==> src/rtl/pll_lock_sequencer.sv <==
// pll_lock_sequencer: brings the board PLL out of reset, waits for a
// debounced lock with timeout and bounded retries, then enables the
// heartbeat and re-sequences the PLL whenever lock is lost.
// Runs on the free-running reference clock so it survives PLL loss.
//
// Optional feature macro: PLL_SEQ_LOSS_CNT_EN (adds lock_loss_cnt port).
//
// Ports:
//   clk           in   reference clock, rising edge
//   n_rst         in   synchronous active-low reset
//   start         in   level request: 1 = bring up / keep up, 0 = shut down
//   pll_locked    in   PLL lock flag, asynchronous to clk
//   pll_rst       out  active-high PLL reset
//   hb_enable     out  heartbeat enable
//   ready         out  lock stable, heartbeat running
//   fault         out  retries exhausted
//   state         out  current state encoding
//   retry_cnt     out  failed attempts in the current bring-up
//   lock_loss_cnt out  saturating lock-loss count (macro only)
module pll_lock_sequencer #(
  parameter int unsigned RST_HOLD_CYCLES     = 100,
  parameter int unsigned LOCK_TIMEOUT_CYCLES = 1_000_000,
  parameter int unsigned LOCK_STABLE_CYCLES  = 1000,
  parameter int unsigned MAX_RETRIES         = 3
) (
  input  logic       clk,
  input  logic       n_rst,
  input  logic       start,
  input  logic       pll_locked,
  output logic       pll_rst,
  output logic       hb_enable,
  output logic       ready,
  output logic       fault,
  output logic [2:0] state,
  output logic [3:0] retry_cnt
`ifdef PLL_SEQ_LOSS_CNT_EN
  ,
  output logic [7:0] lock_loss_cnt
`endif
);

  localparam int unsigned MAX_A   = (RST_HOLD_CYCLES > LOCK_TIMEOUT_CYCLES) ?
                                    RST_HOLD_CYCLES : LOCK_TIMEOUT_CYCLES;
  localparam int unsigned MAX_CNT = (MAX_A > LOCK_STABLE_CYCLES) ? MAX_A : LOCK_STABLE_CYCLES;
  localparam int unsigned CNT_W   = $clog2(MAX_CNT) + 1;

  localparam logic [CNT_W-1:0] RST_LAST    = CNT_W'(RST_HOLD_CYCLES - 1);
  localparam logic [CNT_W-1:0] TO_LAST     = CNT_W'(LOCK_TIMEOUT_CYCLES - 1);
  localparam logic [CNT_W-1:0] STABLE_LAST = CNT_W'(LOCK_STABLE_CYCLES - 1);
  localparam logic [3:0]       RETRY_MAX   = 4'(MAX_RETRIES);

  typedef enum logic [2:0] {
    S_IDLE      = 3'd0,
    S_PLL_RST   = 3'd1,
    S_WAIT_LOCK = 3'd2,
    S_STABLE    = 3'd3,
    S_RUN       = 3'd4,
    S_FAULT     = 3'd5
  } state_e;

  state_e           state_q, state_d;
  logic [CNT_W-1:0] cnt_q, cnt_d;
  logic [3:0]       retry_q, retry_d;
  logic             sync1_q, lock_s_q;
  logic             pll_rst_q, pll_rst_d;
  logic             hb_q, hb_d;
  logic             ready_q, ready_d;
  logic             fault_q, fault_d;
`ifdef PLL_SEQ_LOSS_CNT_EN
  logic [7:0]       loss_q, loss_d;
`endif

  // State register
  always_ff @(posedge clk) begin
    if (!n_rst) state_q <= S_IDLE;
    else        state_q <= state_d;
  end

  // Next-state, retry and loss-count logic
  always_comb begin
    state_d = state_q;
    retry_d = retry_q;
`ifdef PLL_SEQ_LOSS_CNT_EN
    loss_d  = loss_q;
`endif
    case (state_q)
      S_IDLE: begin
        if (start) begin
          state_d = S_PLL_RST;
          retry_d = 4'd0;
        end
      end
      S_PLL_RST: begin
        if (cnt_q == RST_LAST) state_d = S_WAIT_LOCK;
      end
      S_WAIT_LOCK: begin
        // Lock wins over a coincident timeout.
        if (lock_s_q) begin
          state_d = S_STABLE;
        end else if (cnt_q == TO_LAST) begin
          if (retry_q == RETRY_MAX) begin
            state_d = S_FAULT;
          end else begin
            state_d = S_PLL_RST;
            retry_d = retry_q + 4'd1;
          end
        end
      end
      S_STABLE: begin
        if (!lock_s_q)                 state_d = S_WAIT_LOCK;
        else if (cnt_q == STABLE_LAST) state_d = S_RUN;
      end
      S_RUN: begin
        if (!lock_s_q) begin
          state_d = S_PLL_RST;
          retry_d = 4'd0;
`ifdef PLL_SEQ_LOSS_CNT_EN
          loss_d  = (loss_q == 8'hFF) ? loss_q : loss_q + 8'd1;
`endif
        end
      end
      S_FAULT: begin
        if (!start) state_d = S_IDLE;
      end
      default: state_d = S_IDLE;
    endcase

    // Shutdown request overrides every transition of an active bring-up.
    if (!start && (state_q == S_PLL_RST || state_q == S_WAIT_LOCK ||
                   state_q == S_STABLE  || state_q == S_RUN)) begin
      state_d = S_IDLE;
      retry_d = retry_q;
`ifdef PLL_SEQ_LOSS_CNT_EN
      loss_d  = loss_q;
`endif
    end
  end

  // Output decode from next state so outputs move with state
  always_comb begin
    pll_rst_d = 1'b0;
    hb_d      = 1'b0;
    ready_d   = 1'b0;
    fault_d   = 1'b0;
    case (state_d)
      S_IDLE, S_PLL_RST: pll_rst_d = 1'b1;
      S_RUN: begin
        hb_d    = 1'b1;
        ready_d = 1'b1;
      end
      S_FAULT: begin
        fault_d   = 1'b1;
        pll_rst_d = 1'b1;
      end
      default: ;
    endcase
  end

  // Shared cycle counter: clears on each state change, saturates otherwise
  always_comb begin
    cnt_d = cnt_q;
    if (state_d != state_q)  cnt_d = '0;
    else if (cnt_q != '1)    cnt_d = cnt_q + CNT_W'(1);
  end

  // Datapath and output registers
  always_ff @(posedge clk) begin
    if (!n_rst) begin
      cnt_q     <= '0;
      retry_q   <= 4'd0;
      sync1_q   <= 1'b0;
      lock_s_q  <= 1'b0;
      pll_rst_q <= 1'b1;
      hb_q      <= 1'b0;
      ready_q   <= 1'b0;
      fault_q   <= 1'b0;
`ifdef PLL_SEQ_LOSS_CNT_EN
      loss_q    <= 8'd0;
`endif
    end else begin
      cnt_q     <= cnt_d;
      retry_q   <= retry_d;
      sync1_q   <= pll_locked;
      lock_s_q  <= sync1_q;
      pll_rst_q <= pll_rst_d;
      hb_q      <= hb_d;
      ready_q   <= ready_d;
      fault_q   <= fault_d;
`ifdef PLL_SEQ_LOSS_CNT_EN
      loss_q    <= loss_d;
`endif
    end
  end

  assign pll_rst   = pll_rst_q;
  assign hb_enable = hb_q;
  assign ready     = ready_q;
  assign fault     = fault_q;
  assign state     = state_q;
  assign retry_cnt = retry_q;
`ifdef PLL_SEQ_LOSS_CNT_EN
  assign lock_loss_cnt = loss_q;
`endif

endmodule

==> config.mk <==
export PLATFORM = sky130hd
export DESIGN_NAME = pll_lock_sequencer
export DESIGN_NICKNAME = d
export VERILOG_FILES = /design/src/rtl/pll_lock_sequencer.sv
export SDC_FILE = /design/constraint.sdc
export NUM_CORES = 1
export LEC_CHECK = 0
export BUFFER_PORTS_ARGS = -buffer_cell sky130_fd_sc_hd__buf_4
export CAP_MARGIN = 10
export CORE_MARGIN = 1.5
export CORE_UTILIZATION = 54
export DETAILED_ROUTE_END_ITERATION = 6
export MAX_ROUTING_LAYER = met4
export PLACE_DENSITY = 0.75
export SETUP_SLACK_MARGIN = 0.4
export SYNTH_ARGS = -nofsm -noshare
export SYNTH_HDL_FRONTEND = slang
export SYNTH_SLANG_ARGS = --single-unit
==> constraint.sdc <==
create_clock -name clk -period 3.3 [get_ports clk]
set_input_delay 0.33 -clock clk [delete_from_list [all_inputs] [get_ports clk]]
set_output_delay 0.33 -clock clk [all_outputs]
set_load 0.02 [all_outputs]
**Yosys cells after proc, flatten, opt, wreduce, memory -nomap -nowiden**

Cells that the tools add are included.
Widths: inputs -> output; s select.

- Flip-flop bits (word level): 33
- Output and inout port bits: 11
- Word-level logic and storage cells: 62

- $add $sub $neg: 2
- Equal/unequal tests: 19
- Mux-type cells: 20
- Bitwise gates (word level): 2
- Reduce and logical (&&, ||, !) cells: 11

Operators by type and width:

| kind | count |
|---|---|
| $mux 3 | 10 |
| $add 21x1->21 const B | 1 |
| $eq 21x10->1 const B | 1 |
| $eq 21x20->1 const B | 1 |
| $eq 21x7->1 const B | 1 |
| $ne 21x21->1 const B | 1 |
| $mux 4 | 5 |
| $pmux 3 s6 | 1 |
| $eq 3x3->1 const B | 4 |
| $pmux 4 s3 | 1 |
| $ne 2x2->1 const B | 5 |
| $reduce_and 7->1 | 1 |
| $eq 3x1->1 const B | 2 |
| $eq 3x2->1 const B | 2 |
| $logic_not 3->1 | 2 |
| $add 4x1->4 const B | 1 |
| $eq 4x2->1 const B | 1 |
| $logic_or 1x1->1 | 3 |
| $mux 1 | 3 |
| $ne 3x3->1 | 1 |
| $reduce_bool 3->1 | 1 |
| $reduce_or 3->1 | 1 |
| $not 1->1 | 2 |
| $reduce_or 2->1 | 1 |
| other kinds (2) | 2 |

**Longest topological paths before layout**

- Depth after elaboration: 9
- Gate-level depth with buffers: 8
- Depth with buffers taken out: 7

**Least setup slack after synthesis**

No wires, ideal clock.

- Path kind: register to register
- From: register state_q[1], in the netlist state[1]
- To: register cnt_q[10]
- Setup time: 0.116 ns
- Data arrival time: 2.037 ns
- Data required time: 3.184 ns
- Setup slack: 1.147 ns
- Stages on the path, launching flop included: 8
- Period minus slack after synthesis: 2.153 ns
- Cells stage by stage: dfxtp_1 clkbuf_8 or2b_2 or4_1 a311o_1 o211ai_2 buf_6 nor2_1

- Cells in the longest elaborated chain, start to end: 8

RTL lines:

| item | line | source |
|---|---|---|
| start: declaration | 61 | `state_e state_q, state_d;` |
| start signal: assignment | 76 | `else state_q <= state_d;` |
| parallel branches: the longest is 6 deep, another holds $pmux 3 s6 | -- |  |
| $ne 3x3->1 * | 162 | `if (state_d != state_q) cnt_d = '0;` |
| $reduce_or 2->1 (no source line) * | -- |  |
| end signal: assignment | 181 | `cnt_q <= cnt_d;` |
| end: declaration | 62 | `logic [CNT_W-1:0] cnt_q, cnt_d;` |

Mark *: on every way between the ends.
A chain may end at the register's enable or synchronous reset.

**Worst setup path after layout**

- From: register cnt_q[0]
- To: register cnt_q[0]

- Cells in the longest elaborated chain, start to end: 7

RTL lines:

| item | line | source |
|---|---|---|
| $eq 21x10->1 or $eq 21x20->1 (tied branches) | 111, 100 |  |
| $mux 3, on equally long branches | 111, 100 |  |
| $mux 3, on equally long branches | 110, 98 |  |
| $pmux 3 s6 | 86 | `case (state_q)` |
| $mux 3 | 129 | `if (!start && (state_q == S_PLL_RST \|\| state_q == S_WAIT_LOCK \|\|` |
| $ne 3x3->1 | 162 |  |
| $reduce_or 2->1 (no source line) | -- |  |

Several ways; a longest one is shown, not always the timed one.

==> metrics.md <==
| Metric | Value |
|---|---|
| Pre-CTS WS | `797 ps` |
| H-tree depth | `2` |
| Seq pwr share | `51.9%` |
| Sum Neg Setup Slack | `0 ps` |
| Worst vdd ir | `268 µV` |
| GR Overflow Total | `0` |
| Die width | `61.5 µm` |
| Die Y | `61.5 µm` |
| Fmax | `400 MHz` |
| Number of distinct library cells after synthesis | `51` |
| Post-Syn Area | `1850 µm²` |
| Outcome | `completed` |
| All-Layer GR Usage | `22.7%` |
| RSZ-0062 raised after global routing | `false` |
| Worst R2R Start | `cnt_q[0]$_SDFFE_PP0P_` |
| Hold Crit Class | `in -> reg` |
| Final Hold Viols | `0` |
| DR WL/cell | `12.8 µm` |
| Pwr dens | `397 nW/µm²` |
| Main synth FF type | `dfxtp_1` |
| Post-synthesis sequential area ratio | `35.7%` |
| Ranking of synthesized cells by area | `dfxtp_1 36%, nor2_1 7.3%, xor2_1 6.6%` |
| DR pass1 iterations | `4` |
| Arrival @ worst endpoint | `2750 ps` |
| Area Overhead vs Synth | `8.65%` |
| Core Area | `3310 µm²` |
| Initial antenna violation count | `0` |
| Placer congestion estimate | `0.841` |
| Worst Path Required | `3550 ps` |
| Clock buffer depth | `2` |
| Max-cap violations | `0` |
| DP Area | `1930 µm²` |
| Drt drc | `0` |
| Initial Util | `55.9%` |
| Design Area, Final | `2010 µm²` |
| Synthesized flop and latch total | `33` |
| Power Internal | `0.610 mW` |
| Largest net degree at the start of global routing | `13` |
| Syn_nets | `228` |
| Post-route ant nets | `0` |
| IO Port Bufs | `14` |
| Synth Instances | `222` |
| Sw frac | `23.6%` |
| DR vias/cell | `5.74` |
| Crit-path max FO | `11` |
| Sink Count | `33` |
| Worst Setup End Kind | `flop` |
| CTS tree | `yes` |
| Syn. warnings | `0` |
| TritonCTS Buffers | `5` |
| Avg Inst Size Synth | `8.34 µm²` |
| Post-synth ARST share | `0%` |
| First-pass GRT wire length | `6.07 mm` |
| Endpoints failing setup | `0` |
| # diodes | `0` |
| Post-synth top area share | `35.7%` |
| Setup Skew | `19.0 ps` |
| Dpl cells | `274` |
| Tcrit/Tclk final | `75.8%` |
| Net Sw Power | `0.189 mW` |
| # hold bufs at CTS | `0` |
| Worst-path clk slew | `110 ps` |
| Fin nets | `241` |
| Top cell type by total area after synthesis | `dfxtp_1` |
| Fin cells | `282` |
| Clk network pwr share | `40.3%` |
| DRT iter0 DRCs | `142` |
| Crit Path Class | `reg -> reg` |
| R2R cell count | `8` |
| Die Area | `3790 µm²` |
| Post-CTS resize count | `0` |
| Hold wc startpoint | `pll_locked` |
| CTS Root Buffer Type | `clkbuf_4` |
| Hold endpoint | `sync1_q$_SDFF_PN0_` |
| Row count | `21` |
| Fraction of layout cells with a size suffix above 1 | `15.3%` |
| DP Wirelength | `2.66 mm` |
| Worst Hold Path Cells | `2` |
| Logic gate share of total power | `7.8%` |
| # IOs | `15` |
| EDFF count, synth | `0` |
| Total number of vias | `1620` |
| Clock Latency Late Sink | `350 ps` |
| Vias in the first global route | `1441` |
| Setup Buffers After CTS | `0` |
| Crit start category | `flop` |
| Worst setup margin | `797 ps` |
| Fin. max-slew vios | `0` |
| Pleak | `0.745 nW` |
| Hold Slack | `173 ps` |
| Relative slew slack | `48.5%` |
| Worst-Margin Slew | `769 ps` |
| DRT Wirelength | `3.61 mm` |
| Reg2Reg Setup Slack | `800 ps` |
| Min Tclk post-route | `2500 ps` |
| Worst R2R End | `cnt_q[0]$_SDFFE_PP0P_` |
power by group through the flow:
stage | Clock (mW) | Combinational, mW | Sequential [mW]
floorplan | 0 | 0.0577 | 0.420
global placement | 0 | 0.0625 | 0.423
detailed placement | 0 | 0.0627 | 0.423
CTS | 0.328 | 0.0631 | 0.414
global route | 0.347 | 0.0712 | 0.415
finish | 0.322 | 0.0625 | 0.414
per-layer routing:
| layer | wire (µm) | global-route usage, % |
|---|---|---|
| met4 | 64 | 10.3 |
| met5 | 0 | - |
| met1 | 1640 | 26.2 |
| met3 | 167 | 5.88 |
| met2 | 1740 | 36.7 |
metrics by stage:
stage / utilization (%) / power (mW)
after floorplan: - / 0.478
after global placement: 58.2 / 0.486
after detailed placement: 58.2 / 0.486
after CTS: 60.7 / 0.806
after global routing: 60.7 / 0.834
final: 60.7 / 0.798
final cells by class:
class	count	area (µm²)
clock inverters	1	30.0
clock buffers	7	55.1
inverters	3	11.3
well taps	46	57.6
flip-flops and latches	33	661
multi-input cells	177	1080
repair buffers	15	113
fillers	327	1300
worst max path at each step:
| stage | cells after the start | to | startpoint |
|---|---|---|---|
| final | 8 | cnt_q[0]$_SDFFE_PP0P_ | cnt_q[0]$_SDFFE_PP0P_ |
| after global routing | 7 | cnt_q[8]$_SDFFE_PP0P_ | cnt_q[5]$_SDFFE_PP0P_ |
| after CTS | 8 | cnt_q[4]$_SDFFE_PP0P_ | cnt_q[0]$_SDFFE_PP0P_ |
| after detailed placement | 8 | cnt_q[4]$_SDFFE_PP0P_ | cnt_q[0]$_SDFFE_PP0P_ |
| after global placement | 8 | cnt_q[20]$_SDFFE_PP0P_ | cnt_q[0]$_SDFFE_PP0P_ |
| after floorplan | 7 | cnt_q[10]$_SDFFE_PP0P_ | state[1]$_SDFF_PN0_ |
flip-flops by register name, summed over array words and instances (netlist names):
name,flops
fault,1
retry_cnt,4
pll_rst,1
state,3
lock_s_q,1
sync1_q,1
ready,1
cnt_q,21
critical path, cell delays in order, from the launching register on:
cell	delay (ps)
dfxtp_1	400
ha_1	250
and3_2	210
nand2_1	70
or4_1	540
a311o_1	380
o211ai_2	200
buf_4	270
nor2_1	60
cell usage after synthesis, drive strengths merged, types with 3 or more instances:
cell and number:
nand2b 3, buf 5, nor4 7, a31oi 4
nor3 8, inv 3, nand4 10, a21oi 7
and2 6, and3 8, clkbuf 4, nand2 18
xor2 14, dfxtp 33, nor2 36, nand3 17
xnor2 5
cells by family (layout without fill, tap and decap cells):
| family | count (synthesis) | in the layout | synth area share, % |
|---|---|---|---|
| flip-flops | 33 | 33 | 35.7 |
| AND/OR/NAND/NOR | 128 | 128 | 37.3 |
| adder cells (fa/ha/maj) | 2 | 2 | 1.35 |
| buffers and inverters | 12 | 26 | 5.75 |
| XOR/XNOR | 19 | 19 | 8.99 |
| multiplexers | 1 | 1 | 0.541 |
| AO/OA/AOI/OAI | 27 | 27 | 10.4 |
cell usage in the layout, fill, tap and decap left out, types with 3 or more instances in the layout:
| master | netlist | routed |
|---|---|---|
| a21oi_1 | 7 | 7 |
| and2_1 | 5 | 5 |
| xor2_1 | 14 | 14 |
| nand2b_1 | 3 | 3 |
| buf_4 | 2 | 15 |
| nor3_1 | 7 | 7 |
| nand2_1 | 18 | 18 |
| xnor2_1 | 5 | 5 |
| dfxtp_1 | 33 | 33 |
| nor2_1 | 36 | 36 |
| nand4_1 | 10 | 10 |
| a31oi_1 | 4 | 4 |
| clkbuf_4 | 0 | 5 |
| nor4_1 | 6 | 6 |
| inv_1 | 3 | 3 |
| and3_1 | 7 | 7 |
| nand3_1 | 17 | 17 |
Note: power is estimated with default switching activity, not from simulation.
